===== config.mk =====
export PLATFORM = sky130hd
export DESIGN_NAME = ps2_key_event_queue_flat
export DESIGN_NICKNAME = d
export VERILOG_FILES = /design/src/rtl/ps2_key_event_queue_if.sv /design/src/rtl/ps2_key_event_queue.sv /design/src/flat_wrapper.sv
export SDC_FILE = /design/constraint.sdc
export NUM_CORES = 1
export LEC_CHECK = 0
export ABC_CLOCK_PERIOD_IN_PS = 16100
export CORE_MARGIN = 5
export CORE_UTILIZATION = 63
export CTS_CLUSTER_DIAMETER = 60
export DETAILED_ROUTE_END_ITERATION = 8
export PLACE_DENSITY_LB_ADDON = 0.2
export SYNTH_ARGS = -nofsm -noshare
export SYNTH_HDL_FRONTEND = slang
export SYNTH_SLANG_ARGS = --single-unit

===== constraint.sdc =====
create_clock -name CLOCK_50 -period 16.1 [get_ports CLOCK_50]
set_input_delay 4.83 -clock CLOCK_50 [delete_from_list [all_inputs] [get_ports CLOCK_50]]
set_output_delay 4.83 -clock CLOCK_50 [all_outputs]
set_load 0.005 [all_outputs]

===== src/rtl/ps2_key_event_queue_if.sv =====
// Key event queue bus: PS/2 byte input side, event consumer side and status.
// The slave modport is the queue itself; the master modport is whatever
// feeds it bytes and drains its events.
interface ps2_key_event_queue_if #(
  parameter int FIFO_DEPTH = 8
);

  logic [7:0]                         received_data;
  logic                               received_data_en;
  logic                               ev_valid;
  logic                               ev_ready;
  logic [7:0]                         ev_keycode;
  logic                               ev_release;
  logic                               ev_extended;
  logic [$clog2(FIFO_DEPTH+1)-1:0]    ev_count;
  logic                               overflow;
  logic                               clear_overflow;
  logic                               any_key_held;

  modport master (
    output received_data,
    output received_data_en,
    output ev_ready,
    output clear_overflow,
    input  ev_valid,
    input  ev_keycode,
    input  ev_release,
    input  ev_extended,
    input  ev_count,
    input  overflow,
    input  any_key_held
  );

  modport slave (
    input  received_data,
    input  received_data_en,
    input  ev_ready,
    input  clear_overflow,
    output ev_valid,
    output ev_keycode,
    output ev_release,
    output ev_extended,
    output ev_count,
    output overflow,
    output any_key_held
  );

endinterface


===== src/rtl/ps2_key_event_queue.sv =====
// PS/2 key event queue: parses the scancode byte stream (make, F0 break,
// E0 extended, E1 pause), translates scancodes to internal keycodes, keeps a
// held-key bitmap and queues press/release events in a first-word-fall-through
// FIFO drained by a valid/ready consumer.
module ps2_key_event_queue #(
  parameter int FIFO_DEPTH      = 8,
  parameter bit REPORT_RELEASE  = 1'b1,
  parameter bit SUPPRESS_REPEAT = 1'b1,
  parameter bit DROP_UNMAPPED   = 1'b1
) (
  input  logic                   CLOCK_50,
  input  logic                   reset,
  ps2_key_event_queue_if.slave   bus
);

  localparam int PW = $clog2(FIFO_DEPTH);
  localparam int CW = $clog2(FIFO_DEPTH + 1);

  // Parser states
  localparam logic [2:0] ST_IDLE    = 3'd0;
  localparam logic [2:0] ST_EXT     = 3'd1;
  localparam logic [2:0] ST_BRK     = 3'd2;
  localparam logic [2:0] ST_EXT_BRK = 3'd3;
  localparam logic [2:0] ST_PAUSE   = 3'd4;

  // Scancode set 2 to internal keycode; 255 marks an unmapped code.
  function automatic logic [7:0] xlat(input logic [7:0] sc);
    logic [7:0] kc;
    case (sc)
      8'h45: kc = 8'd0;
      8'h16: kc = 8'd1;
      8'h1E: kc = 8'd2;
      8'h26: kc = 8'd3;
      8'h25: kc = 8'd4;
      8'h2E: kc = 8'd5;
      8'h36: kc = 8'd6;
      8'h3D: kc = 8'd7;
      8'h3E: kc = 8'd8;
      8'h46: kc = 8'd9;
      8'h1C: kc = 8'd10;
      8'h32: kc = 8'd11;
      8'h21: kc = 8'd12;
      8'h23: kc = 8'd13;
      8'h24: kc = 8'd14;
      8'h2B: kc = 8'd15;
      8'h34: kc = 8'd16;
      8'h33: kc = 8'd17;
      8'h43: kc = 8'd18;
      8'h3B: kc = 8'd19;
      8'h42: kc = 8'd20;
      8'h4B: kc = 8'd21;
      8'h3A: kc = 8'd22;
      8'h31: kc = 8'd23;
      8'h44: kc = 8'd24;
      8'h4D: kc = 8'd25;
      8'h15: kc = 8'd26;
      8'h2D: kc = 8'd27;
      8'h1B: kc = 8'd28;
      8'h2C: kc = 8'd29;
      8'h3C: kc = 8'd30;
      8'h2A: kc = 8'd31;
      8'h1D: kc = 8'd32;
      8'h22: kc = 8'd33;
      8'h35: kc = 8'd34;
      8'h1A: kc = 8'd35;
      8'h29: kc = 8'd36;
      8'h49: kc = 8'd38;
      8'h5A: kc = 8'd98;
      8'h72: kc = 8'd99;
      8'h75: kc = 8'd100;
      default: kc = 8'd255;
    endcase
    return kc;
  endfunction

  // Parser state
  logic [2:0]   state_r, state_next_s;
  logic [2:0]   skip_r, skip_next_s;
  logic         key_done_s;
  logic         key_break_s;
  logic         key_ext_s;

  // Event decision and held keys
  logic [7:0]   kc_s;
  logic         push_s;
  logic [9:0]   push_data_s;
  logic [127:0] held_r, held_next_s;
  logic         any_held_r;

  // FIFO
  logic [9:0]    mem_r [FIFO_DEPTH];
  logic [PW-1:0] wr_ptr_r, rd_ptr_r, rd_ptr_inc_s;
  logic [CW-1:0] count_r, count_next_s;
  logic          pop_s, full_s, wr_en_s, drop_s;
  logic [9:0]    head_r, head_next_s;
  logic          valid_r;
  logic          overflow_r;

  // Byte-level parser: next state and completed-key strobe
  always_comb begin
    state_next_s = state_r;
    skip_next_s  = skip_r;
    key_done_s   = 1'b0;
    key_break_s  = 1'b0;
    key_ext_s    = 1'b0;
    if (bus.received_data_en) begin
      case (state_r)
        ST_IDLE: begin
          case (bus.received_data)
            8'hE0: state_next_s = ST_EXT;
            8'hF0: state_next_s = ST_BRK;
            8'hE1: begin
              state_next_s = ST_PAUSE;
              skip_next_s  = 3'd7;
            end
            8'hAA, 8'hFA, 8'hFE, 8'hEE, 8'h00, 8'hFF: state_next_s = ST_IDLE;
            default: key_done_s = 1'b1;
          endcase
        end
        ST_EXT: begin
          if (bus.received_data == 8'hF0) begin
            state_next_s = ST_EXT_BRK;
          end else if (bus.received_data == 8'h12 || bus.received_data == 8'h59) begin
            // E0-prefixed fake shift sent around some extended keys
            state_next_s = ST_IDLE;
          end else begin
            state_next_s = ST_IDLE;
            key_done_s   = 1'b1;
            key_ext_s    = 1'b1;
          end
        end
        ST_BRK: begin
          state_next_s = ST_IDLE;
          key_done_s   = 1'b1;
          key_break_s  = 1'b1;
        end
        ST_EXT_BRK: begin
          state_next_s = ST_IDLE;
          key_done_s   = 1'b1;
          key_break_s  = 1'b1;
          key_ext_s    = 1'b1;
        end
        ST_PAUSE: begin
          // Pause sends a fixed 8-byte sequence with no break; swallow it whole
          if (skip_r == 3'd1) begin
            state_next_s = ST_IDLE;
          end else begin
            skip_next_s = skip_r - 3'd1;
          end
        end
        default: state_next_s = ST_IDLE;
      endcase
    end else begin
      state_next_s = state_r;
    end
  end

  // Event filtering and held-bitmap update for a completed key
  always_comb begin
    kc_s         = xlat(bus.received_data);
    held_next_s  = held_r;
    push_s       = 1'b0;
    push_data_s  = {kc_s, key_break_s, key_ext_s};
    if (key_done_s) begin
      if (key_break_s) begin
        push_s = REPORT_RELEASE && !(DROP_UNMAPPED && kc_s == 8'd255);
        if (kc_s != 8'd255) begin
          held_next_s[kc_s[6:0]] = 1'b0;
        end else begin
          held_next_s = held_r;
        end
      end else begin
        push_s = !(SUPPRESS_REPEAT && kc_s != 8'd255 && held_r[kc_s[6:0]]) &&
                 !(DROP_UNMAPPED && kc_s == 8'd255);
        if (kc_s != 8'd255) begin
          held_next_s[kc_s[6:0]] = 1'b1;
        end else begin
          held_next_s = held_r;
        end
      end
    end else begin
      push_s = 1'b0;
    end
  end

  // FIFO control: push/pop/drop decisions, next count and next head
  always_comb begin
    pop_s        = (count_r != '0) && bus.ev_ready;
    full_s       = (count_r == CW'(FIFO_DEPTH));
    wr_en_s      = push_s && (!full_s || pop_s);
    drop_s       = push_s && full_s && !pop_s;
    rd_ptr_inc_s = rd_ptr_r + PW'(1);
    case ({wr_en_s, pop_s})
      2'b10:   count_next_s = count_r + CW'(1);
      2'b01:   count_next_s = count_r - CW'(1);
      default: count_next_s = count_r;
    endcase
    head_next_s = head_r;
    if (pop_s) begin
      if (count_r == CW'(1)) begin
        // Last entry leaves; a simultaneous push becomes the new head
        if (wr_en_s) begin
          head_next_s = push_data_s;
        end else begin
          head_next_s = head_r;
        end
      end else begin
        head_next_s = mem_r[rd_ptr_inc_s];
      end
    end else begin
      if (count_r == '0 && wr_en_s) begin
        head_next_s = push_data_s;
      end else begin
        head_next_s = head_r;
      end
    end
  end

  // Parser and held-key registers
  always_ff @(posedge CLOCK_50 or posedge reset) begin
    if (reset) begin
      state_r    <= ST_IDLE;
      skip_r     <= 3'd0;
      held_r     <= '0;
      any_held_r <= 1'b0;
    end else begin
      state_r    <= state_next_s;
      skip_r     <= skip_next_s;
      held_r     <= held_next_s;
      any_held_r <= |held_next_s;
    end
  end

  // FIFO storage
  always_ff @(posedge CLOCK_50 or posedge reset) begin
    if (reset) begin
      for (int i = 0; i < FIFO_DEPTH; i++) begin
        mem_r[i] <= 10'd0;
      end
    end else if (wr_en_s) begin
      mem_r[wr_ptr_r] <= push_data_s;
    end
  end

  // FIFO pointers, count, registered head and sticky overflow
  always_ff @(posedge CLOCK_50 or posedge reset) begin
    if (reset) begin
      wr_ptr_r   <= '0;
      rd_ptr_r   <= '0;
      count_r    <= '0;
      head_r     <= 10'd0;
      valid_r    <= 1'b0;
      overflow_r <= 1'b0;
    end else begin
      if (wr_en_s) begin
        wr_ptr_r <= wr_ptr_r + PW'(1);
      end
      if (pop_s) begin
        rd_ptr_r <= rd_ptr_inc_s;
      end
      count_r <= count_next_s;
      head_r  <= head_next_s;
      valid_r <= (count_next_s != '0);
      if (drop_s) begin
        overflow_r <= 1'b1;
      end else if (bus.clear_overflow) begin
        overflow_r <= 1'b0;
      end
    end
  end

  assign bus.ev_valid     = valid_r;
  assign bus.ev_keycode   = head_r[9:2];
  assign bus.ev_release   = head_r[1];
  assign bus.ev_extended  = head_r[0];
  assign bus.ev_count     = count_r;
  assign bus.overflow     = overflow_r;
  assign bus.any_key_held = any_held_r;

endmodule


===== src/flat_wrapper.sv =====
// flat-port wrapper written by rule: the top's interface ports become plain ports
module ps2_key_event_queue_flat 
#(
  parameter int FIFO_DEPTH      = 8,
  parameter bit REPORT_RELEASE  = 1'b1,
  parameter bit SUPPRESS_REPEAT = 1'b1,
  parameter bit DROP_UNMAPPED   = 1'b1
)
  (CLOCK_50, reset, bus_received_data, bus_received_data_en, bus_ev_ready, bus_clear_overflow, bus_ev_valid, bus_ev_keycode, bus_ev_release, bus_ev_extended, bus_ev_count, bus_overflow, bus_any_key_held);
  ps2_key_event_queue_if #(.FIFO_DEPTH(FIFO_DEPTH)) bus_i ();
  input  logic CLOCK_50;
  input  logic reset;
  input wire logic [$bits(bus_i.received_data)-1:0] bus_received_data;
  input wire logic [$bits(bus_i.received_data_en)-1:0] bus_received_data_en;
  input wire logic [$bits(bus_i.ev_ready)-1:0] bus_ev_ready;
  input wire logic [$bits(bus_i.clear_overflow)-1:0] bus_clear_overflow;
  output wire logic [$bits(bus_i.ev_valid)-1:0] bus_ev_valid;
  output wire logic [$bits(bus_i.ev_keycode)-1:0] bus_ev_keycode;
  output wire logic [$bits(bus_i.ev_release)-1:0] bus_ev_release;
  output wire logic [$bits(bus_i.ev_extended)-1:0] bus_ev_extended;
  output wire logic [$bits(bus_i.ev_count)-1:0] bus_ev_count;
  output wire logic [$bits(bus_i.overflow)-1:0] bus_overflow;
  output wire logic [$bits(bus_i.any_key_held)-1:0] bus_any_key_held;
  assign bus_i.received_data = bus_received_data;
  assign bus_i.received_data_en = bus_received_data_en;
  assign bus_i.ev_ready = bus_ev_ready;
  assign bus_i.clear_overflow = bus_clear_overflow;
  assign bus_ev_valid = bus_i.ev_valid;
  assign bus_ev_keycode = bus_i.ev_keycode;
  assign bus_ev_release = bus_i.ev_release;
  assign bus_ev_extended = bus_i.ev_extended;
  assign bus_ev_count = bus_i.ev_count;
  assign bus_overflow = bus_i.overflow;
  assign bus_any_key_held = bus_i.any_key_held;
  ps2_key_event_queue #(.FIFO_DEPTH(FIFO_DEPTH), .REPORT_RELEASE(REPORT_RELEASE), .SUPPRESS_REPEAT(SUPPRESS_REPEAT), .DROP_UNMAPPED(DROP_UNMAPPED)) u_core (.CLOCK_50(CLOCK_50), .reset(reset), .bus(bus_i));
endmodule

; Yosys cells after proc, flatten, opt, wreduce, memory -nomap -nowiden
; Memory sizes are Yosys's and may differ from the RTL's.
; Index checks and enable logic that the tools add are counted.
[classes]
add_sub_neg = 5
n_lt_le_gt_ge = 5
n_eq_ne = 26
mux = 40
bitwise_logic = 5
n_reduce_logical = 30
[op_table]
columns = cell, n
row1 = 128-bit 2-to-1 mux, 4
row2 = 128-bit bitwise AND, 1
row3 = 128-bit inverter, 1
row4 = 128-bit bitwise OR, 1
row5 = 128-bit OR reduction, 1
row6 = 80-bit bitwise mux, 1
row7 = 8-bit equality test (second input constant), 9
row8 = 10-bit 2-to-1 mux, 7
row9 = 10-bit binary-select mux with 3-bit select, 1
row10 = 10-bit demux with 3-bit select, 1
row11 = 1-bit 2-to-1 mux, 13
row12 = 3-bit one-hot mux with 4 select lines, 1
row13 = 1-bit logical AND, 9
row14 = 3-bit 2-to-1 mux, 3
row15 = 3-bit one-hot mux with 3 select lines, 1
row16 = 9-bit OR reduction, 1
row17 = 8-bit by 5-bit equality test with 1-bit output (second input constant), 1
row18 = 8-bit by 7-bit equality test with 1-bit output (second input constant), 1
row19 = 4-bit >= comparator (second input constant), 2
row20 = 8-bit zero test, 1
row21 = 7-bit by 8-bit < comparator with 1-bit output (second input constant), 1
row22 = 8-bit 2-to-1 mux, 1
row23 = 8-bit inequality test (second input constant), 1
row24 = 3-bit inverter with 4-bit output, 2
row25 = other kinds (35), 46
[totals]
register_bits = 237
mem_bits_ro = 1024
out_inout_bits = 17
wordCells = 130
n_memories = 1
[mem_list]
columns = memory, depth, word_bits, read_ports, rd_ports_with_merged_regs, wr, line_no
row1 = (name not given), 128, 8, 1, 0, 0, ps2_key_event_queue.sv:29  ; case (sc)

; Logic depth before layout (Yosys ltp)
; Gate-level depths: netlist (run 1).
; An unclocked memory read counts as a cell.
[logic_depth]
word_depth = 13
ltp_mapped = 25
depth_no_buf = 20

; Least setup slack after synthesis (run 1)
; Ideal clock, no wire load.
[synth_path]
path_kind = input-to-reg
startpoint = input bus_received_data[0]
endpoint = register u_core.valid_r, in the netlist u_core.bus.ev_valid
setup_ns = 0.139
arrival_ns = 9.449
t_required_ns = 15.961
path_slack_ns = 6.512
cell_stages = 18
path_cell_list = clkbuf_1 inv_1 ha_1 and2_1 a221oi_1 a2111oi_4 nor2_4 mux2_2 a2111oi_1 o22ai_1 a21o_1 and2_4 o31ai_4 nand3_1 ha_1 a221oi_1 a21oi_1 or4_1
[synth_via]
elab_chain_len = 13
[synth_lines]
columns = element, line_no
row1 = start: declaration, flat_wrapper.sv:13  ; input wire logic [$bits(bus_i.received_data)-1:0] bus_received_data;
row2 = memory 128 x 8 bit, n/a
row3 = 8-bit 2-to-1 mux, ps2_key_event_queue.sv:29
row4 = 1-bit binary-select mux with 7-bit select, ps2_key_event_queue.sv:173  ; push_s = !(SUPPRESS_REPEAT && kc_s != 8'd255 && held_r[kc_s[6:0]]) &&
row5 = 1-bit 2-to-1 mux (implied by the code), ps2_key_event_queue.sv:173
row6 = 1-bit logical AND, ps2_key_event_queue.sv:173
row7 = 1-bit zero test, ps2_key_event_queue.sv:173
row8 = 1-bit logical AND, ps2_key_event_queue.sv:173
row9 = 1-bit 2-to-1 mux, ps2_key_event_queue.sv:165  ; if (key_break_s) begin
row10 = 1-bit 2-to-1 mux (*), ps2_key_event_queue.sv:164  ; if (key_done_s) begin
row11 = 1-bit logical AND (*), ps2_key_event_queue.sv:190  ; wr_en_s = push_s && (!full_s || pop_s);
row12 = 2-bit by 1-bit equality test with 1-bit output / 2-bit equality test (equally long branches), ps2_key_event_queue.sv:193  ; case ({wr_en_s, pop_s})
row13 = 4-bit one-hot mux with 2 select lines (*), ps2_key_event_queue.sv:193
row14 = named net u_core.count_next_s[3], ps2_key_event_queue.sv:93  ; logic [CW-1:0] count_r, count_next_s;
row15 = 4-bit nonzero test (*), ps2_key_event_queue.sv:263  ; valid_r <= (count_next_s != '0);
row16 = end signal: assignment, ps2_key_event_queue.sv:263
row17 = end: declaration, ps2_key_event_queue.sv:96  ; logic valid_r;
; Mark *: on every way through the listed nets, which the timed path passes. The rest lies on a longest branch. The select of a mux whose other input is x is not followed.
; A chain may end at the register's enable or synchronous reset.

; Final worst setup path (run 1)
; Ends and elaborated chain as after synthesis.

==> results.sh, run 1 <==
export IMPL_ios=30
export IMPL_fp_dieH_um=161
export IMPL_start_util=0.637
export IMPL_wire_per_inst_um=26.0
export IMPL_max_vdd_ir_drop_mv=0.100
export IMPL_synth_area_top_cells="dfrtp_1 41%, mux2_2 7.9%, mux4_2 3.9%, a31oi_1 3.8%, a21oi_1 3.4%"
export IMPL_die_area_mm2=0.0259
export IMPL_synth_compound_area_frac=0.205
export IMPL_cts_buffers=26
export IMPL_syn_inst=1415
export IMPL_cts_setup_buffers=0
export IMPL_dieWidth_um=161
export IMPL_cts_root_buf="clkbuf_16"
export IMPL_synth_edff_count=0
export IMPL_gp_congestion=1.01
export IMPL_critical_path_class="in -> reg"
export IMPL_critPathLaunchType="input port"
export IMPL_vias=12000
export IMPL_yosysMostFrequentCell="dfrtp_1"
export IMPL_async_flop_share=1.00
export IMPL_yosysWarnings=0
export IMPL_grtUsageTotal=0.327
export IMPL_synth_top_area_share=0.412
export IMPL_setup_viol=0
export IMPL_area_delta_synth_final_pct=7.75
export IMPL_synthSimpleGateAreaFrac=0.152
export IMPL_drive_above_1_share=0.203
export IMPL_fin_crit_sh=0.707
export IMPL_synth_seq_cells=237
export IMPL_hold_class="reg -> reg"
export IMPL_grt_overflow_total=0
export IMPL_viasPerCell=7.25
export IMPL_core_mm2=0.0226
export IMPL_synth_avg_cell_area_um2=10.2
export IMPL_fin_crit_ps=11380
export IMPL_max_slew_margin_rel=0.141
export IMPL_io_buffers=29
export IMPL_critPathRequiredTime_ps=16510
export IMPL_holdWs_ps=403
export IMPL_clk_pin_slew_ps=60
export IMPL_nFillCells=1710
export IMPL_synth_common_cells="237 x dfrtp_1, 101 x mux2_2, 100 x nand2_1, 99 x a21oi_1"
export IMPL_antenna_found_initial=1
export IMPL_first_iter_violations=1933
export IMPL_synth_top_family_by_area="compound AO/OA/AOI/OAI gates"
export IMPL_cts_sinks=237
export IMPL_ys_flop_type="dfrtp_1"
export IMPL_final_nets=1382
export IMPL_fin_setup_tns_ps=0
export IMPL_max_cap_violations=0
export IMPL_antenna_cells=0
export IMPL_clkLatencyLatePin_ps=550
export IMPL_skew_ps=18.0
export IMPL_cp_max_fo=53
export IMPL_power_density_mw_per_mm2=143
export IMPL_dr_pass1_iters=6
export IMPL_fmax_mhz=87.9
export IMPL_ant_nets=0
export IMPL_syn_nets=1443
export IMPL_drv_slew=0
export IMPL_yosysTopAreaCell="dfrtp_1"
export IMPL_synth_xor_area_frac=0.00305
export IMPL_muxShareOfSynthArea=0.159
export IMPL_cts_hold_buffers_added=0
export IMPL_syn_cell_area_mm2=0.0144
export IMPL_grt_pass1_vias=11700
export IMPL_ys_types=105
export IMPL_status="completed"
export IMPL_rows=55
export IMPL_h_tree_depth=1
export IMPL_cts_tree="yes"
export IMPL_synth_seq_area_share=0.412
export IMPL_worst_pin_slew_ps=1270
export IMPL_cp_end_kind="register"
export IMPL_rsz0062_at_grt="no"
export IMPL_postRouteWirelength_um=43200
export IMPL_power_leakage_nw=6.29
export IMPL_cts_resized=0
export IMPL_timing_hold_violations_final=0
export IMPL_clockBufferDepth=3
export IMPL_cp_arrival_ps=11790
export IMPL_grt_pass1_wl_um=67600
export IMPL_drc_errors=0
export IMPL_dpl_hpwl_um=28000
export IMPL_synth_adder_area_share=0.0131
export IMPL_grt_max_degree=164
[per-layer routing]
layer	track usage	share of wire	wire length, µm
met1	0.459	0.40	17500
met4	0.145	0.047	2050
met2	0.495	0.45	19400
met3	0.0704	0.099	4270
met5	0	0.00030	13
[path summary, 6_finish.rpt]
path / slack, ps / startpoint / end / depth (start not counted)
worst max-delay path: 4720 / bus_received_data[0] / u_core.bus.ev_valid / 18
worst min-delay path: 400 / u_core.held_r[87] / u_core.held_r[87] / 0
worst max register to register: 11470 / u_core.state_r[1] / u_core.bus.any_key_held / 12
worst min register to register: 400 / u_core.held_r[87] / u_core.held_r[87] / 0
max in group asynchronous: 9550 / reset / u_core.state_r[0] / 3
min in group asynchronous: 4990 / reset / u_core.held_r[93] / 2
[registers in the layout, indices dropped and copies added, names as in the netlist]
name / cells
u_core.held_r: 128
u_core.mem_r: 80
u_core.head_r: 10
u_core.bus.ev_count: 4
u_core.rd_ptr_r: 3
u_core.skip_r: 3
u_core.state_r: 3
u_core.wr_ptr_r: 3
u_core.bus.any_key_held: 1
u_core.bus.ev_valid: 1
u_core.bus.overflow: 1
[power by group]
part           internal, mW  leakage [nW]  total (mW)  switching [mW]
registers             0.738          3.05       0.846           0.108
clock network         0.385         0.458       0.641           0.256
logic                 0.361          2.78       0.729           0.368
total                  1.48          6.29        2.22           0.733
[through the flow]
stage	util	instances	cell area [µm²]	worst slack [ps]	total power [mW]
finish	0.687	1659	15500	4720	2.22
global route	0.687	1659	15500	4330	2.32
CTS	0.687	1659	15500	4880	2.21
detailed placement	0.645	1611	14600	4360	1.56
global placement	0.645	1611	14600	4510	1.53
floorplan	-	1415	14400	4770	1.36
[layout make-up]
cell class                      count  area [µm²]  area share
Timing Repair Buffer               57         500      0.0323
Clock inverter                     16         204      0.0132
Multi-Input combinational cell   1008        7680       0.496
Sequential cell                   237        5930       0.383
Clock buffer                       32         723      0.0467
Inverter                           24        97.6     0.00630
Tap cell                          285         357      0.0230
[critical path, stage by stage]
cell and delay (ps):
clkdlybuf4s50_1 710, inv_1 170, ha_1 400, and2_1 300, a2111oi_2 490, a2111o_1 290
nand3_4 630, nor2_1 1010, a22o_1 270, o31a_1 120, o2111a_1 190, a41oi_2 190
o31ai_4 560, nand3_1 260, ha_1 450, a221oi_1 240, a21oi_1 120, or4_1 510
[cell usage in the layout (no fill, tap or decap), types with 10 or more instances in the layout]
master,count
clkbuf_16,26
dfrtp_1,237
a32oi_1,15
nor4_1,20
o21ai_0,52
nor3_1,24
nor2_1,66
nor2b_1,19
clkdlybuf4s50_1,29
a31oi_1,87
inv_1,22
o22ai_1,15
nand2_1,100
mux4_2,25
ha_1,15
nand3_1,42
and2_1,12
a21oi_1,99
buf_4,28
mux2_2,101
nand2b_1,11
a211oi_1,22
or4_1,13
mux2_4,10
mux2i_1,41
nand4_1,18
[cells by family after synthesis]
group	count (synthesis)
multiplexers	179
adder cells (fa/ha/maj)	15
AND/OR/NAND/NOR	398
AO/OA/AOI/OAI	411
buffers and inverters	170
XOR/XNOR	5
flip-flops	237
Note: power is estimated with default switching activity, not from simulation.
==> run 2: changes to the inputs <==
--- a/config.mk
+++ b/config.mk
@@ -5,9 +5,9 @@
 export SDC_FILE = /design/constraint.sdc
 export NUM_CORES = 1
 export LEC_CHECK = 0
-export ABC_CLOCK_PERIOD_IN_PS = 16100
+export ABC_CLOCK_PERIOD_IN_PS = 9490
 export CORE_MARGIN = 5
-export CORE_UTILIZATION = 63
+export CORE_UTILIZATION = 57
 export CTS_CLUSTER_DIAMETER = 60
 export DETAILED_ROUTE_END_ITERATION = 8
 export PLACE_DENSITY_LB_ADDON = 0.2
==> constraint.sdc (replaced) <==
create_clock -name CLOCK_50 -period 9.49 [get_ports CLOCK_50]
set_input_delay 2.847 -clock CLOCK_50 [delete_from_list [all_inputs] [get_ports CLOCK_50]]
set_output_delay 2.847 -clock CLOCK_50 [all_outputs]
set_load 0.005 [all_outputs]
==> run 2 against run 1 <==
Against the previous run:
- non-clock buffer count increased by 32
- power is 74% higher
- setup slack worse by 4000 ps
- largest cell class unchanged
==> results.sh, run 2 (synthesized netlist as in run 1, its figures left out) <==
export IMPL_status="completed"
export IMPL_gp_congestion=1.04
export IMPL_grtUsageTotal=0.307
export IMPL_fin_crit_sh=0.927
export IMPL_rows=58
export IMPL_final_nets=1416
export IMPL_cp_max_fo=13
export IMPL_p_total_mw=3.85
export IMPL_wire_per_inst_um=25.6
export IMPL_grt_pass1_vias=11600
export IMPL_skew_ps=24.0
export IMPL_max_vdd_ir_drop_mv=0.171
export IMPL_vias=12200
export IMPL_start_util=0.574
export IMPL_core_mm2=0.0250
export IMPL_drc_errors=0
export IMPL_cts_buffers=28
export IMPL_fin_crit_ps=8800
export IMPL_power_density_mw_per_mm2=242
export IMPL_grt_pass1_wl_um=69100
export IMPL_area_delta_synth_final_pct=10.6
export IMPL_cts_resized=0
export IMPL_clk_pin_slew_ps=60
export IMPL_io_buffers=29
export IMPL_top_regs="u_core.held_r: 128 flops, u_core.mem_r: 80 flops, u_core.head_r: 10 flops"
export IMPL_fin_util=0.635
export IMPL_cts_root_buf="clkbuf_16"
export IMPL_dieWidth_um=169
export IMPL_setup_viol=0
export IMPL_cp_arrival_ps=9220
export IMPL_final_common_cell="dfrtp_1"
export IMPL_max_cap_violations=0
export IMPL_fp_dieH_um=169
export IMPL_ios=30
export IMPL_critical_path_class="in -> reg"
export IMPL_rsz0062_at_grt="no"
export IMPL_critPathRequiredTime_ps=9910
export IMPL_timing_hold_violations_final=0
export IMPL_postRouteWirelength_um=44500
export IMPL_critPathLaunchType="input port"
export IMPL_max_slew_margin_rel=0.251
export IMPL_grt_max_degree=105
export IMPL_die_area_mm2=0.0285
export IMPL_antenna_cells=0
export IMPL_dr_pass1_iters=6
export IMPL_antenna_found_initial=0
export IMPL_h_tree_depth=1
export IMPL_viasPerCell=7.01
export IMPL_fmax_mhz=114
export IMPL_power_leakage_nw=6.47
export IMPL_fin_setup_tns_ps=0
export IMPL_regMostFlops="u_core.held_r"
export IMPL_cts_sinks=237
export IMPL_drv_slew=0
export IMPL_worst_pin_slew_ps=1120
export IMPL_grt_overflow_total=0
export IMPL_final_cell_mix="237 x dfrtp_1, 101 x mux2_2, 100 x nand2_1"
export IMPL_ant_nets=0
export IMPL_cts_setup_buffers=0
export IMPL_drive_above_1_share=0.223
export IMPL_cts_tree="yes"
export IMPL_clkLatencyLatePin_ps=560
export IMPL_dpl_hpwl_um=30400
export IMPL_cp_end_kind="register"
export IMPL_largest_reg_flops=128
export IMPL_cts_hold_buffers_added=0
export IMPL_clockBufferDepth=3
export IMPL_hold_class="reg -> reg"
export IMPL_first_iter_violations=1838
[run 2: cell count changes in the layout (fill, tap and decap cells not counted), sizes merged]
cell      before  now
clkinv         8    5
bufinv         4    5
inv           26   28
clkinvlp       2    6
buf           28   60
[run 2: path summary, 6_finish.rpt]
kind	cells after the start	start	endpoint	slack, ps
hold / removal	0	u_core.held_r[94]	u_core.held_r[94]	400
hold reg to reg	0	u_core.held_r[94]	u_core.held_r[94]	400
min in group asynchronous	2	reset	u_core.held_r[91]	2810
max in group asynchronous	3	reset	u_core.held_r[14]	5280
setup reg to reg	11	u_core.state_r[1]	u_core.bus.any_key_held	4640
setup / recovery	15	bus_received_data[0]	u_core.bus.any_key_held	690
[run 2: worst max-delay path, stage by stage]
cell	delay, ps
clkdlybuf4s50_1	730
inv_1	170
ha_1	390
and2_1	290
a221oi_1	580
a2111o_1	400
nand2_2	280
a211oi_2	940
nand2_1	360
nor2_1	220
mux2_1	380
or4_1	630
nor4_1	360
nand3_1	100
or4_1	520
[run 2: per-stage QoR]
| step | setup slack, ps | hold WS, ps | std cells | cell area [µm²] |
|---|---|---|---|---|
| 2_1_floorplan | 140 | 443 | 1415 | 14400 |
| 3_3_place_gp | 414 | 389 | 1688 | 14900 |
| 3_5_place_dp | 375 | 394 | 1688 | 14900 |
| 4_1_cts | 923 | 407 | 1740 | 15900 |
| 5_1_grt | 344 | 415 | 1740 | 15900 |
| 6_report | 691 | 404 | 1740 | 15900 |
[run 2: layout make-up]
class                   count  area (µm²)
fillers                  2057        9140
repair buffers             89         753
clock buffers              32         746
flip-flops and latches    237        5930
inverters                  24        97.6
multi-input cells        1008        7680
well taps                 330         413
clock inverters            20         283
[run 2: per-layer routing]
layer,GRT usage,vias to the layer above,share of wire
li1,-,5321,-
met1,0.453,5960,0.42
met2,0.455,733,0.43
met3,0.0509,178,0.093
met4,0.124,0,0.052
met5,0,-,0
[run 2: power breakdown]
| part | total, mW | switching, mW | internal, mW |
|---|---|---|---|
| logic | 1.26 | 0.629 | 0.626 |
| clock network | 1.17 | 0.462 | 0.710 |
| registers | 1.43 | 0.174 | 1.25 |
